## config.mk

```make
export PLATFORM = sky130hd
export DESIGN_NAME = urng_lzd_seg
export DESIGN_NICKNAME = d
export VERILOG_FILES = /design/src/rtl/urng_lzd_seg.sv
export SDC_FILE = /design/constraint.sdc
export NUM_CORES = 1
export LEC_CHECK = 0
export CORE_MARGIN = 8
export CORE_UTILIZATION = 48
export DETAILED_ROUTE_END_ITERATION = 8
export GPL_TIMING_DRIVEN = 0
export PLACE_DENSITY = 0.89
export RECOVER_POWER = 100
export REMOVE_ABC_BUFFERS = 1
export SLEW_MARGIN = 20
export SYNTH_ARGS = -nofsm -noshare
export SYNTH_HDL_FRONTEND = slang
export SYNTH_SLANG_ARGS = --single-unit
export TNS_END_PERCENT = 1
```

## constraint.sdc

```tcl
create_clock -name clk -period 2.3 [get_ports clk]
set_input_delay 0.46 -clock clk [delete_from_list [all_inputs] [get_ports clk]]
set_output_delay 0.46 -clock clk [all_outputs]
set_load 0.03 [all_outputs]
```

## src/rtl/urng_lzd_seg.sv

```systemverilog
// urng_lzd_seg: two-stage leading-one detector over urng_in[63:18] with aligned tail segment and all-zero health counter
module urng_lzd_seg #(
    parameter int LZ_MSB = 63,
    parameter int LZ_LSB = 18,
    parameter int CNT_W  = 16
) (
    input  logic             clk,
    input  logic             rst,
    input  logic             urng_vld,
    input  logic [63:0]      urng_in,
    input  logic             hold,
    input  logic             cnt_clr,
    output logic             en_mask,
    output logic [5:0]       zero_pos,
    output logic [14:0]      urng_seg3,
    output logic             all_zero,
    output logic [CNT_W-1:0] zero_cnt
);
    localparam int FW  = LZ_MSB - LZ_LSB + 1;
    localparam int NG  = (FW + 7) / 8;
    localparam int PAD = NG * 8 - FW;

    logic [NG*8-1:0]     fld;
    logic [NG-1:0]       any_d, any1;
    logic [NG-1:0][2:0]  idx_d, idx1;
    logic [14:0]         seg1;
    logic                v1;
    logic [5:0]          pos_d;
    logic                unused_bits;

    function automatic logic [2:0] msb8(input logic [7:0] v);
        logic [2:0] r;
        r = '0;
        for (int i = 0; i < 8; i++)
            if (v[i]) r = 3'(i);
        return r;
    endfunction

    // The lowest group is short; padding its bottom keeps every other group byte-aligned from the top
    assign fld = {urng_in[LZ_MSB:LZ_LSB], {PAD{1'b0}}};
    assign unused_bits = ^urng_in[2:0];

    // Per-group any-one flag and local leading-one index (lowest group indexed from its real LSB)
    always_comb begin
        any_d = '0;
        idx_d = '0;
        for (int g = 0; g < NG; g++) begin
            any_d[g] = |fld[8*g +: 8];
            idx_d[g] = msb8(g == 0 ? fld[7:0] >> PAD : fld[8*g +: 8]);
        end
    end

    // Highest flagged group wins; its base plus local index gives the absolute bit position
    always_comb begin
        pos_d = '0;
        for (int g = 0; g < NG; g++)
            if (any1[g]) pos_d = 6'(LZ_LSB + (g == 0 ? 0 : 8 * g - PAD)) + idx1[g];
    end

    // Stage 1: capture group detection and tail segment; hold freezes everything
    always_ff @(posedge clk or negedge rst) begin
        if (!rst) begin
            v1   <= 1'b0;
            any1 <= '0;
            idx1 <= '0;
            seg1 <= '0;
        end else if (!hold) begin
            v1   <= urng_vld;
            any1 <= any_d;
            idx1 <= idx_d;
            seg1 <= urng_in[17:3];
        end
    end

    // Stage 2: register selected position with its aligned segment and valid
    always_ff @(posedge clk or negedge rst) begin
        if (!rst) begin
            en_mask   <= 1'b0;
            zero_pos  <= '0;
            urng_seg3 <= '0;
            all_zero  <= 1'b0;
        end else if (!hold) begin
            en_mask   <= v1;
            zero_pos  <= pos_d;
            urng_seg3 <= seg1;
            all_zero  <= ~|any1;
        end
    end

    // Saturating count of valid all-zero words; clear wins and is not blocked by hold
    always_ff @(posedge clk or negedge rst) begin
        if (!rst)
            zero_cnt <= '0;
        else if (cnt_clr)
            zero_cnt <= '0;
        else if (!hold && v1 && ~|any1 && ~&zero_cnt)
            zero_cnt <= zero_cnt + 1'b1;
    end
endmodule

```

### Yosys cells after proc, flatten, opt, wreduce, memory -nomap -nowiden

Index checks and enable logic that the tools add are counted.
Widths: inputs -> output; s select.

| word-level totals | value |
|---|---|
| register bits | 79 |
| bits of input ports | 69 |
| output and inout port bits | 39 |
| logic and storage cells | 84 |

| operators by class | value |
|---|---|
| $add $sub $neg | 7 |
| multiplexer cells | 48 |
| reduce and logical (&&, ||, !) cells | 15 |

Operators by type and width:

| operator | number |
|---|---|
| $mux 3 | 31 |
| $reduce_or 8->1 | 5 |
| $mux 6 | 6 |
| $mux 16 | 2 |
| $add 16x1->16 const B | 1 |
| $reduce_and 16->1 | 1 |
| $add 5x3->6 const A | 2 |
| $add 6x3->6 const A | 2 |
| $reduce_or 6->1 | 2 |
| $add 5x4->6 const A | 1 |
| $mux 1 | 6 |
| $mux 2 | 3 |
| $add 4x4->5 const A | 1 |
| $logic_and 1x1->1 | 3 |
| $logic_not 1->1 | 3 |
| $reduce_bool 2->1 | 1 |

### Logic depth before layout (Yosys ltp)

Gate-level depths: netlist of run 1.

| depth | value |
|---|---|
| depth after elaboration | 7 |
| mapped depth | 6 |
| depth with buffers taken out | 5 |

### Worst setup path after synthesis of run 1

Ideal clock, no wire load.

| path | value |
|---|---|
| path kind | reg2reg |
| start point | reg zero_cnt[0] |
| end point | reg zero_cnt[1] |
| library setup time | 136 ps |
| arrival time | 1732 ps |
| required time | 2164 ps |
| path slack | 431 ps |
| stages on the path, launching flop included | 7 |
| path buffers | 1 |
| clock period less this slack | 1869 ps |
| cells stage by stage | dfrtp_1 > ha_1 > nand4_1 > nor4_2 > buf_2 > nand3b_1 > a21oi_1 |

| between the ends | value |
|---|---|
| longest elaborated chain between the ends | 4 |
| elaborated cells between the ends (all ways) | 7 |
| classes of those cells | add/sub (1); mux (2); reduce/logical (4) |

RTL lines:

| element | line | source |
|---|---|---|
| from (decl) | 17 | `output logic [CNT_W-1:0] zero_cnt` |
| from (signal assigned) | 97 | `zero_cnt <= zero_cnt + 1'b1;` |
| parallel branches: the longest is 4 deep, another holds $add 16x1->16 | n/a |  |

Parallel ways; which one is timed is not known. The select of a mux whose other input is x is not followed.
A chain may end at the register's enable or synchronous reset.

### Final worst setup path of run 1

| path | value |
|---|---|
| start point | reg zero_cnt[9] |
| end point | out zero_cnt[9] |

No word-level cell between the ends.

==> results of run 1 <==
Yosys cell counts (all sizes together):
master / n / share of area
a21oi: 30 / 0.039
a221oi: 3 / 0.0069
a311oi: 1 / 0.0023
a32oi: 4 / 0.0092
a41oi: 1 / 0.0023
and4: 4 / 0.0092
buf: 6 / 0.0095
clkbuf: 10 / 0.0098
dfrtp: 79 / 0.52
ha: 2 / 0.0065
inv: 27 / 0.027
mux2: 40 / 0.12
mux2i: 1 / 0.0026
nand2: 15 / 0.015
nand2b: 7 / 0.011
nand3: 13 / 0.020
nand3b: 1 / 0.0020
nand4: 5 / 0.0082
nand4b: 1 / 0.0023
nor2: 18 / 0.018
nor2b: 6 / 0.0098
nor3: 15 / 0.020
nor4: 12 / 0.025
nor4b: 1 / 0.0062
o211ai: 3 / 0.0059
o21a: 1 / 0.0020
o21ai: 7 / 0.0092
o21ba: 1 / 0.0026
o21bai: 6 / 0.012
o221ai: 1 / 0.0023
o311ai: 1 / 0.0023
o31a: 7 / 0.017
o31ai: 8 / 0.016
o41ai: 3 / 0.0069
or3: 1 / 0.0016
or4: 13 / 0.026
cell type report:
class,count,area share
clock buffer,10,0.0249
multi-input combinational,232,0.326
sequential,79,0.385
tap,102,0.0249
clock inverter,6,0.00878
inverter,27,0.0198
timing repair buffer,107,0.211
power groups by stage:
| stage | clock, mW | sequential [mW] | combinational [mW] |
|---|---|---|---|
| 2_1_floorplan | 0 | 1.65 | 0.137 |
| 3_3_place_gp | 0 | 1.56 | 0.530 |
| 3_5_place_dp | 0 | 1.57 | 0.550 |
| 4_1_cts | 0.946 | 1.54 | 0.553 |
| 5_1_grt | 1.01 | 1.55 | 0.559 |
| 6_report | 0.917 | 1.54 | 0.516 |
repair_timing:
item / CTS / global route
setup endpoints to repair: 0 / 1
endpoints found under the hold margin: 20 / 0
hold buffers: 1 / 0
gates resized for setup: 0 / 1
metal layers:
layer  wire, um  global-route usage  up-vias  share of wire
met5          0                   0        -              0
met4        151              0.0632        0          0.016
met3        575              0.0524       16          0.061
met2       5130               0.322       96           0.54
met1       3580               0.184     1518           0.38
li1           -                   -     1518              -
cells by family (layout without fill, tap and decap cells):
kind of cell,after synthesis,count (layout),share of synthesized area
simple gates,112,112,0.175
flops,79,79,0.517
compound gates,77,77,0.135
buf+inv,43,150,0.0458
mux,41,41,0.120
fa+ha+maj,2,2,0.00655
worst min path at each step:
| stage | slack, ns | end |
|---|---|---|
| 6_report | 0.49 | all_zero |
| 5_1_grt | 0.51 | urng_seg3[10] |
| 4_1_cts | 0.50 | all_zero |
| 3_5_place_dp | 0.36 | zero_cnt[6] |
| 3_3_place_gp | 0.47 | zero_pos[3] |
| 2_1_floorplan | 0.16 | all_zero |
stage by stage:
step	hold slack, ns	cells	setup TNS (ns)	total power [mW]
2_1_floorplan	0.164	338	0	1.79
3_5_place_dp	0.364	546	-0.186	2.12
5_1_grt	0.511	563	0	3.12
6_report	0.490	563	0	2.97
3_3_place_gp	0.472	544	-273.05	2.09
4_1_cts	0.501	563	0	3.04
sequential cells by signal (all words and copies together), names as in the netlist:
name,cells
v1,1
zero_pos,6
all_zero,1
any1,6
en_mask,1
seg1,15
zero_cnt,16
urng_seg3,15
idx1,18
==> flow_summary.toml, run 1 <==
[sta]
setup_repair_after_global_routing_missed_its_margin = "false"
min_period_ns = 2.09
max-slew-margin-rel = 0.277
post-route-worst-setup-slack_ns = 0.211
setup_viol_count_final = 0
period_share = 0.908
worstMarginPinSlew_ns = 1.08
maxSlewViolCount = 0
fin_skew_ns = 0.00908
timing_hold_violations_final = 0
maxClockFrequency_ghz = 0.479

[final_layout]
seq_area_sq_mm = 0.00198
multiInputGateArea_sq_mm = 0.00167
final_layout_size_suffix_gt1_frac = 0.143
syn_to_final_growth_pct = 34.3
diodes = 0
post_layout_inst_area_sq_mm = 0.00513
postLayoutCoreUtil = 0.664
fillerInstances = 613
most_common_cell_after_layout_fill_and_taps_aside = "sky130_fd_sc_hd__dfrtp_1"
design.final.nets = 527
mostFrequentLayoutCells = "sky130_fd_sc_hd__dfrtp_1 (79), sky130_fd_sc_hd__dlygate4sd3_1 (59), sky130_fd_sc_hd__clkdlybuf4s50_1 (44)"

[power]
p_per_area_mw_per_mm2 = 579
reg_power_frac = 0.518
internal_power_mw = 2.14
p_switching_mw = 0.828
clock_power_share = 0.309
combinationalPowerShare = 0.174
cellLeakagePower_nw = 2.08
vdd_ir_drop_max_uv = 285
net_switching_fraction_of_the_power = 0.279

[drt]
detail_route.iter0.violations = 165
via_count = 3148
route.detailed.wl_per_inst_um = 16.8
wire_length_after_detailed_routing_mm = 9.44
routed_via_count_divided_by_cell_count = 5.59
first_pass_iters = 4
remaining_drc_errors = 0
route.antenna.remaining_nets = 0

[critical_path]
reg2reg_setup_slack_ns = 0.27
number_of_cells_on_the_critical_path = 1
critical_path.startpoint = "zero_cnt[9]"
arrival_ns = 1.63
timing.rr.start = "any1[3]"
critPathKind = "reg -> out"
critPathLaunchType = "register"
required_ns = 1.84
cpLargestDelayFamily = "buffers and inverters"
crit_path_top_delay_cell = "sky130_fd_sc_hd__dlygate4sd3_1"
critical_path.cell_chain = "dlygate4sd3_1"
critPathMaxStageDelay_ns = 0.79
crit_buf_inv = 1
timing.critical_path.to = "zero_cnt[9]"
path_max_fanout = 8
cp-end-kind = "primary output"
rr_worst_depth = 4
worstReg2RegEnd = "zero_cnt[10]"

[placement]
io_buffers = 104
dpl_cell_area_sq_mm = 0.00497
detailedPlacementHpwl_mm = 7.10
placement.setup.worst_slack_ns = -0.107
gp_congestion = 0.848

[die]
design.portCount = 108
vertical_extent_of_the_die_um = 105
die_area_sq_mm = 0.0111
floorplan.rows = 32
initial_utilization = 0.494
placeableCoreArea_sq_mm = 0.00773
floorplan.die.width_um = 105

[cts]
cts_made_buffers = 9
tritoncts_clock_tree = "built"
clock_tree.htree_level_count = 3
cts_sinks = 79
clock_tree.buffer_depth = 2
clk_root_buffer_cell = "sky130_fd_sc_hd__clkbuf_8"
post_cts_buffers = 0
worst_skew_pair.late_latency_ns = 0.35
clkTransAtPathRegs_ns = 0.08

[synth]
number_of_register_bits_inferred_by_synthesis = 79
yosys.cell_types.count = 44
synth.yosys.warnings = 0
mappedNetlistArea_sq_mm = 0.00382
post_synth_inst_count = 354
synth-seq-area-share = 0.517
average_cell_area_after_synthesis_sq_um = 10.8

[hold_path]
hp-class = "reg -> reg"
count_of_cells_along_the_worst_hold_path = 2
min_from = "all_zero"

[global_routing]
global_route.usage.total = 0.175
global_route_total_overflow = 0
grt_max_degree = 75
grt_first_pass_wirelength_mm = 16.0
via_count_of_the_first_global_routing_pass = 3366
number_of_antenna_violations_at_the_first_check_in_global_routing = 0

[outcome]
result_of_the_run = "finished, final reports clean"

[flow_run]
max-cap-violations = 0
No activity file was read; power rests on OpenSTA's default activity.
==> run 2: changes to the inputs <==
--- a/config.mk
+++ b/config.mk
@@ -12,7 +12,6 @@
 export PLACE_DENSITY = 0.89
 export RECOVER_POWER = 100
 export REMOVE_ABC_BUFFERS = 1
-export SLEW_MARGIN = 20
 export SYNTH_ARGS = -nofsm -noshare
 export SYNTH_HDL_FRONTEND = slang
 export SYNTH_SLANG_ARGS = --single-unit
==> run 2 against run 1 <==
  * Wire length shrank 0.55%
  * Critical path depth is the same
  * Maximum frequency grew 0.34%
  * Final area is essentially flat
  * Register-to-register slack gained 0.02 ns
  * Sequential cell count is the same
  * Non-clock buffer count shrank 1
  * Count of clock-buffer cells in the layout is the same
  * First-iteration DRC count grew 4.2%
  * Global-route usage shrank 0.14 points
  * Total power grew 4.4%
==> flow_summary.toml, run 2 (synthesis gave the netlist of run 1 again) <==
[die]
floorplan.rows = 32
die_area_sq_mm = 0.0111
vertical_extent_of_the_die_um = 105
placeableCoreArea_sq_mm = 0.00773
floorplan.die.width_um = 105
design.portCount = 108
initial_utilization = 0.494

[critical_path]
critPathMaxStageDelay_ns = 0.79
crit_buf_inv = 1
critPathLaunchType = "register"
cp-end-kind = "primary output"
arrival_ns = 1.62
path_max_fanout = 8
cpLargestDelayFamily = "buffers and inverters"
timing.rr.start = "any1[2]"
required_ns = 1.84
crit_path_top_delay_cell = "sky130_fd_sc_hd__dlygate4sd3_1"
critical_path.cell_chain = "dlygate4sd3_1"
critPathKind = "reg -> out"
critical_path.startpoint = "zero_cnt[4]"

[sta]
maxSlewViolCount = 0
worstMarginPinSlew_ns = 1.09
setup_repair_after_global_routing_missed_its_margin = "false"
timing_hold_violations_final = 0
min_period_ns = 2.08
setup_viol_count_final = 0
post-route-worst-setup-slack_ns = 0.218
period_share = 0.905
fin_skew_ns = 0.0123
max-slew-margin-rel = 0.273
fin_setup_tns_ns = 0
maxClockFrequency_ghz = 0.480

[final_layout]
postLayoutCoreUtil = 0.664
layout.cells.non_filler = 562
most_common_cell_after_layout_fill_and_taps_aside = "sky130_fd_sc_hd__dfrtp_1"
final_layout_size_suffix_gt1_frac = 0.141
multiInputGateArea_sq_mm = 0.00167
design.final.nets = 526
largest_register_ff_count = 18
mostFrequentLayoutCells = "sky130_fd_sc_hd__dfrtp_1 (79), sky130_fd_sc_hd__clkdlybuf4s50_1 (57), sky130_fd_sc_hd__dlygate4sd3_1 (46)"
diodes = 0
syn_to_final_growth_pct = 34.2
seq_area_sq_mm = 0.00198
registers.top_by_ff_count = "idx1"
top_regs = "idx1: 18 flops, zero_cnt: 16 flops"
fillerInstances = 603

[cts]
clock_tree.buffer_depth = 2
clkTransAtPathRegs_ns = 0.08
tritoncts_clock_tree = "built"
clock_tree.htree_level_count = 3
post_cts_buffers = 0
cts_sinks = 79
clk_root_buffer_cell = "sky130_fd_sc_hd__clkbuf_8"
cts_made_buffers = 9
worst_skew_pair.late_latency_ns = 0.35

[drt]
route.detailed.wl_per_inst_um = 16.7
route.antenna.remaining_nets = 0
first_pass_iters = 5
routed_via_count_divided_by_cell_count = 5.60
wire_length_after_detailed_routing_mm = 9.38
remaining_drc_errors = 0
detail_route.iter0.violations = 172
via_count = 3148

[flow_run]
max-cap-violations = 0

[global_routing]
grt_max_degree = 87
via_count_of_the_first_global_routing_pass = 3319
global_route.usage.total = 0.174
global_route_total_overflow = 0
grt_first_pass_wirelength_mm = 15.8
number_of_antenna_violations_at_the_first_check_in_global_routing = 0

[placement]
gp_congestion = 0.848
detailedPlacementHpwl_mm = 6.97
placement.setup.worst_slack_ns = -0.153
dp.cells = 545
io_buffers = 104

[power]
p_per_area_mw_per_mm2 = 605
vdd_ir_drop_max_uv = 271
fin_total_pwr_mw = 3.10
cellLeakagePower_nw = 2.09

[hold_path]
min_from = "all_zero"
hp-class = "reg -> reg"

[outcome]
result_of_the_run = "finished, final reports clean"
run 2: cell count changes in the layout (fill, tap and decap cells not counted):
cell                              change
sky130_fd_sc_hd__buf_16               -1
sky130_fd_sc_hd__clkbuf_1             -1
sky130_fd_sc_hd__bufinv_16            +1
sky130_fd_sc_hd__nor4_1               +1
sky130_fd_sc_hd__clkinvlp_4           -3
sky130_fd_sc_hd__clkbuf_8             +1
sky130_fd_sc_hd__clkinv_4             +1
sky130_fd_sc_hd__nor4_2               -1
sky130_fd_sc_hd__clkinv_2             +1
sky130_fd_sc_hd__dlygate4sd3_1       -13
sky130_fd_sc_hd__clkdlybuf4s50_1     +13
run 2: path summary, 6_finish.rpt:
kind / to / slack, ns / cells past startpoint
worst max-delay path: zero_cnt[4] / 0.22 / 1
worst min-delay path: all_zero / 0.49 / 2
worst max register to register: zero_cnt[13] / 0.29 / 4
worst min register to register: all_zero / 0.49 / 2
max in group asynchronous: zero_pos[1] / 0.37 / 3
min in group asynchronous: seg1[1] / 0.82 / 2
run 2: power breakdown:
group	total, mW	switching [mW]	internal (mW)
Combinational	0.514	0.255	0.259
Sequential	1.54	0.0517	1.49
Clock	1.05	0.513	0.537
run 2: layer usage:
layer,GRT usage,share of wire,vias up
li1,-,-,1513
met4,0.0714,0.012,0
met3,0.0432,0.060,11
met1,0.189,0.38,1531
met2,0.315,0.55,93
met5,0,0,-
run 2: layout make-up:
class / count / share of cell area
sequential: 79 / 0.385
multi-input combinational: 232 / 0.325
timing repair buffer: 106 / 0.205
clock buffer: 10 / 0.0268
tap: 102 / 0.0249
inverter: 27 / 0.0198
clock inverter: 6 / 0.0129
run 2: stage by stage:
| step | instance area [sq um] | hold WS (ns) |
|---|---|---|
| 4_1_cts | 5150 | 0.502 |
| 3_3_place_gp | 4920 | 0.472 |
| 2_1_floorplan | 3750 | 0.164 |
| 5_1_grt | 5130 | 0.514 |
| 3_5_place_dp | 4940 | 0.364 |
| 6_report | 5130 | 0.489 |
run 2: repair_timing:
action / 4_1_cts / 5_1_grt
gates resized for setup: 0 / 2
hold endpoints to repair: 20 / 0
hold buffers: 1 / 0
setup endpoints to repair: 0 / 10
